--- config.mk ---
export PLATFORM = sky130hd
export DESIGN_NAME = exc_ctrl
export DESIGN_NICKNAME = d
export VERILOG_FILES = /design/src/rtl/exc_ctrl.sv
export SDC_FILE = /design/constraint.sdc
export NUM_CORES = 1
export LEC_CHECK = 0
export BUFFER_PORTS_ARGS = -buffer_cell sky130_fd_sc_hd__buf_2
export CAP_MARGIN = 0
export CORE_MARGIN = 2
export CORE_UTILIZATION = 30
export CTS_BUF_LIST = sky130_fd_sc_hd__clkbuf_4 sky130_fd_sc_hd__clkbuf_8
export DETAILED_ROUTE_END_ITERATION = 6
export GPL_ROUTABILITY_DRIVEN = 0
export PLACE_DENSITY_LB_ADDON = 0.12
export RECOVER_POWER = 100
export SLEW_MARGIN = 20
export SYNTH_ARGS = -nofsm -noshare
export SYNTH_HDL_FRONTEND = slang
export SYNTH_SLANG_ARGS = --single-unit
export TNS_END_PERCENT = 1
--- constraint.sdc ---
create_clock -name clk -period 3.1 [get_ports clk]
set_input_delay 0.31 -clock clk [delete_from_list [all_inputs] [get_ports clk]]
set_output_delay 0.31 -clock clk [all_outputs]
set_load 0.005 [all_outputs]
--- src/rtl/exc_ctrl.sv ---
// ---------------------------------------------------------------------------
// exc_ctrl -- sequential exception controller for the single-cycle LEGv8 core.
//
// This block latches external interrupt edges as pending requests. It
// prioritises them against the decoder's undefined-instruction flag. It also
// tracks handler entry and exit (ERET) and holds the cause (EStatus) and the
// return address (ELR) that MRS reads. It only decides when Exc fires and what
// gets recorded. Decoder control words do not pass through here.
//
// Parameters
//   N_IRQ  number of external interrupt lines (1..8)
//   PC_W   program counter / ELR width
//   ES_W   EStatus width
//
// Ports
//   clk         core clock
//   reset       asynchronous, active-high reset
//   ExtIRQ      level interrupt request lines, synchronous to clk
//   NotAnInstr  decoder flag: current instruction is undefined
//   ERet        decoder flag: current instruction is ERET
//   PC          address of the instruction in the current cycle
//   Exc         combinational: take exception this cycle (PC selects vector)
//   EStatus     registered exception cause
//   ELR         registered exception return address
//   InHandler   registered, high while in HANDLER
//   Halt        registered, high in LOCKED (core must stall the PC)
//   Pending     registered pending-interrupt bits
// ---------------------------------------------------------------------------
module exc_ctrl #(
  parameter int N_IRQ = 4,
  parameter int PC_W  = 64,
  parameter int ES_W  = 4
) (
  input  logic             clk,
  input  logic             reset,
  input  logic [N_IRQ-1:0] ExtIRQ,
  input  logic             NotAnInstr,
  input  logic             ERet,
  input  logic [PC_W-1:0]  PC,
  output logic             Exc,
  output logic [ES_W-1:0]  EStatus,
  output logic [PC_W-1:0]  ELR,
  output logic             InHandler,
  output logic             Halt,
  output logic [N_IRQ-1:0] Pending
);

  typedef enum logic [1:0] {
    RUN     = 2'd0,
    HANDLER = 2'd1,
    LOCKED  = 2'd2
  } state_t;

  localparam logic [ES_W-1:0] ES_NONE  = ES_W'(0);
  localparam logic [ES_W-1:0] ES_UNDEF = ES_W'(2);
  localparam logic [ES_W-1:0] ES_DFLT  = ES_W'(3);

  state_t           state, state_nx;
  logic [N_IRQ-1:0] hist;
  logic [N_IRQ-1:0] irq_rise;
  logic [N_IRQ-1:0] take_oh;
  logic             take_nai;   // undefined instruction taken from RUN
  logic             take_irq;   // lowest pending interrupt taken from RUN
  logic             take_df;    // undefined instruction inside the handler
  logic             do_eret;    // handler return
  logic             exc_raw;

  // One-hot mask of the lowest set bit, so index 0 has the highest priority.
  function automatic logic [N_IRQ-1:0] lowest_one(input logic [N_IRQ-1:0] v);
    logic [N_IRQ-1:0] r;
    r = '0;
    for (int i = N_IRQ - 1; i >= 0; i--) begin
      if (v[i]) begin
        r    = '0;
        r[i] = 1'b1;
      end
    end
    return r;
  endfunction

  // Cause code 8+k for the lowest pending line k.
  function automatic logic [ES_W-1:0] irq_cause(input logic [N_IRQ-1:0] v);
    logic [ES_W-1:0] r;
    r = ES_NONE;
    for (int i = N_IRQ - 1; i >= 0; i--) begin
      if (v[i]) r = ES_W'(8 + i);
    end
    return r;
  endfunction

  assign irq_rise = ExtIRQ & ~hist;
  assign take_oh  = take_irq ? lowest_one(Pending) : '0;

  // ---- state register ----
  always_ff @(posedge clk or posedge reset) begin
    if (reset) state <= RUN;
    else       state <= state_nx;
  end

  // ---- next-state logic ----
  always_comb begin
    state_nx = state;
    case (state)
      RUN:     if (take_nai || take_irq) state_nx = HANDLER;
      HANDLER: begin
        if (take_df)      state_nx = LOCKED;
        else if (do_eret) state_nx = RUN;
      end
      LOCKED:  state_nx = LOCKED;
      default: state_nx = LOCKED;
    endcase
  end

  // ---- output / event decode ----
  // NotAnInstr outranks both interrupts (in RUN) and ERET (in HANDLER).
  always_comb begin
    take_nai = 1'b0;
    take_irq = 1'b0;
    take_df  = 1'b0;
    do_eret  = 1'b0;
    exc_raw  = 1'b0;
    case (state)
      RUN: begin
        if (NotAnInstr)    take_nai = 1'b1;
        else if (|Pending) take_irq = 1'b1;
        exc_raw = NotAnInstr | (|Pending);
      end
      HANDLER: begin
        if (NotAnInstr) take_df = 1'b1;
        else if (ERet)  do_eret = 1'b1;
        exc_raw = NotAnInstr;
      end
      default: ;
    endcase
  end

  // The registered state is already RUN during reset. NotAnInstr is live,
  // though, so Exc must be masked explicitly.
  assign Exc = exc_raw & ~reset;

  // ---- status registers ----
  always_ff @(posedge clk or posedge reset) begin
    if (reset) begin
      hist      <= '0;
      Pending   <= '0;
      EStatus   <= ES_NONE;
      ELR       <= '0;
      InHandler <= 1'b0;
      Halt      <= 1'b0;
    end else begin
      hist      <= ExtIRQ;
      // A fresh edge on the line being taken wins over its clear.
      Pending   <= (Pending & ~take_oh) | irq_rise;
      InHandler <= (state_nx == HANDLER);
      Halt      <= (state_nx == LOCKED);
      if (take_nai) begin
        EStatus <= ES_UNDEF;
        ELR     <= PC;
      end else if (take_irq) begin
        // The interrupted instruction is re-executed after ERET.
        EStatus <= irq_cause(Pending);
        ELR     <= PC;
      end else if (take_df) begin
        EStatus <= ES_DFLT;
      end else if (do_eret) begin
        EStatus <= ES_NONE;
      end
    end
  end

endmodule

==> impl_metrics.json <==
{
  "criticalPathCategory": "flop to flop",
  "crit_required_ns": 3.35,
  "wl_met2_um": 2920,
  "wl_um": 6650,
  "avgSynthCellArea_um2": 16.7,
  "dieArea_um2": 12100,
  "max_stage_delay_ns": 0.72,
  "htreeDepth": 3,
  "setup.worst_path.end_class": "flop",
  "design.core.area_um2": 10900,
  "synth_cell_types": 30,
  "fillerInstances": 1162,
  "r2r_setup_slack_ns": 0.84,
  "cts_tree": "yes",
  "fin_skew_ns": 0.00725,
  "routedWlPerCell_um": 13.5,
  "routed-via-count": 2093,
  "timing_hold_violations_final": 0,
  "die_x_um": 110,
  "status": "finished with violations",
  "ys_async_sr_fraction": 1.00,
  "cts_buffer_depth": 2,
  "worstPathArrival_ns": 2.51,
  "io_pins": 147,
  "grt_pass1_wl_um": 10400,
  "vias_per_cell": 4.24,
  "utilization": 0.368,
  "start_util": 0.309,
  "drcViolationCount": 0,
  "path_clk_slew_ns": 0.08,
  "die_h_um": 110,
  "syn-cell-area_um2": 3380,
  "cts_setup_buffers": 0,
  "drtIter0Drc": 46,
  "place_ws_ns": 1.03,
  "yosysSeqAreaShare": 0.585,
  "fin_hold_ws_ns": 0.0734,
  "max_freq_mhz": 443,
  "syn_nets": 274,
  "final_area_um2": 4020,
  "reg2reg_from": "Pending[0]$_DFF_PP0_",
  "core.rowCount": 38,
  "syn_inst": 202,
  "cts_root_buf": "clkbuf_8",
  "setup_ws_ns": 0.842,
  "max_cap_violations": 1,
  "grt_pass1_vias": 2115,
  "antenna_found_initial": 0,
  "multiInputGateArea_um2": 991,
  "power_density_nw_per_um2": 847,
  "period_minus_slack_ns": 2.26,
  "yosysMostFrequentCell": "dfrtp_1",
  "synth_area_leaders": "dfrtp_1 (59%), mux2_4 (27%), buf_12 (3.6%)",
  "highest_layer": "met4",
  "insertion_delay_ns": 0.36,
  "relSlewSlack": -0.0215,
  "synth_top_area_share": 0.585,
  "finalCritPeriodShare": 0.728,
  "rsz0062_at_grt": "no",
  "slew_viol_final": 36,
  "met1_length_um": 2940,
  "ant_nets": 0,
  "startpoint_type": "flop",
  "violations": "capacitance limit, slew limit",
  "critPathSlowestCell": "nor4_1",
  "register_area_um2": 1980,
  "met3_length_um": 677,
  "holdCritStartpoint": "ExtIRQ[2]",
  "path_cells": "nor4_1, nand2b_4, nand2_8, mux2_2",
  "dr.pass1.iters": 4,
  "startpoint": "Pending[0]$_DFF_PP0_",
  "path_max_fanout": 64,
  "portBuffers": 145,
  "ys_ff_latch": 79,
  "cts-buffers-inserted": 9,
  "nNetsFinal": 422,
  "worst_pin_slew_ns": 1.52,
  "cellLeakagePower_nw": 1.80,
  "synth_edf_count": 0,
  "synth_top_area_cell": "dfrtp_1",
  "holdBufCountCts": 0,
  "tns_ns": 0,
  "grt.total_usage": 0.116,
  "hpwl_um": 4680,
  "cts.sinks": 79,
  "grt_max_degree": 65,
  "diodes": 0,
  "setup_violations": 0,
  "yosys-top-cells-count": "dfrtp_1 (79), mux2_4 (60), o21ai_0 (9)",
  "area_growth_syn_to_layout_pct": 19.1,
  "ys.flop_type": "dfrtp_1",
  "hold_path.class": "primary input to flop",
  "cts_resized": 0,
  "post_dp_cell_area_um2": 4150,
  "gr-total-overflow": 0,
  "layout-drive-gt1-share": 0.325,
  "max-vdd-ir-drop_uv": 355,
  "ys_warn_count": 0
}
[final cells by class]
| cell class | instances | share of cell area |
|---|---|---|
| clock buffer | 9 | 0.0308 |
| sequential | 79 | 0.491 |
| multi-input combinational | 106 | 0.246 |
| inverter | 7 | 0.00684 |
| timing repair buffer | 147 | 0.165 |
| clock inverter | 6 | 0.0156 |
| tap | 140 | 0.0435 |
[path summary, 6_finish.rpt]
kind | to | cells past startpoint
setup / recovery | ELR[62]$_DFFE_PP0P_ | 4
hold / removal | hist[2]$_DFF_PP0_ | 1
setup reg to reg | ELR[62]$_DFFE_PP0P_ | 4
hold reg to reg | Pending[3]$_DFF_PP0_ | 1
max in group asynchronous | ELR[34]$_DFFE_PP0P_ | 3
min in group asynchronous | ELR[63]$_DFFE_PP0P_ | 2
[registers in the layout (all words and copies together), names as in the netlist]
signal / flops
ELR: 64
Halt: 1
Pending: 4
InHandler: 1
state: 2
hist: 4
EStatus: 3
[power breakdown]
| part | internal (mW) | switching, mW | leakage [nW] |
|---|---|---|---|
| combinational | 0.515 | 0.423 | 0.806 |
| sequential | 1.48 | 0.243 | 0.909 |
| clock | 0.364 | 0.379 | 0.0871 |
[cells by family (layout without fill, tap and decap cells)]
kind of cell    Yosys count  after routing  synth area share
simple gates             23             23            0.0478
mux                      64             64             0.280
other cells               1              1           0.00111
compound gates           18             18            0.0344
flops                    79             79             0.585
buf+inv                  17            169            0.0515
[layer usage]
layer,vias to the layer above,global-route usage
met2,94,0.176
met4,0,0.0482
met5,-,0
met3,9,0.0594
met1,997,0.138
li1,993,-
[critical path: cells and delay by family, from the launching register on]
family,cells,cell delay [ns]
mux,1,0.39
simple gates,3,1.25
flops,1,0.43
[layout by cell type (no fill, tap or decap)]
cell type and count:
clkbuf_1 58, buf_2 88, nor2b_1 2, clkinvlp_4 3, nand2_8 1, or2_0 1
mux2_1 59, a21o_1 2, nand2b_4 1, conb_1 1, nand2b_1 1, o22ai_1 1
dfrtp_1 79, nand3_1 1, nand2_1 2, mux2_2 4, o21ai_0 10, nor2_1 7
nor2_4 1, mux2_4 1, bufinv_16 1, nor3_1 3, clkinvlp_2 1, clkbuf_8 9
nor4b_1 1, buf_4 1, o311ai_0 2, a22o_2 2, nor4_1 1, or4_1 1
inv_1 6, a22oi_1 1, clkinv_2 2
[through the flow]
stage / power [mW] / std cells
after global routing: 3.70 / 494
after floorplan: 2.58 / 202
after detailed placement: 3.14 / 479
after global placement: 3.13 / 479
after CTS: 3.94 / 494
final: 3.41 / 494
(Power assumes the default switching activity.)
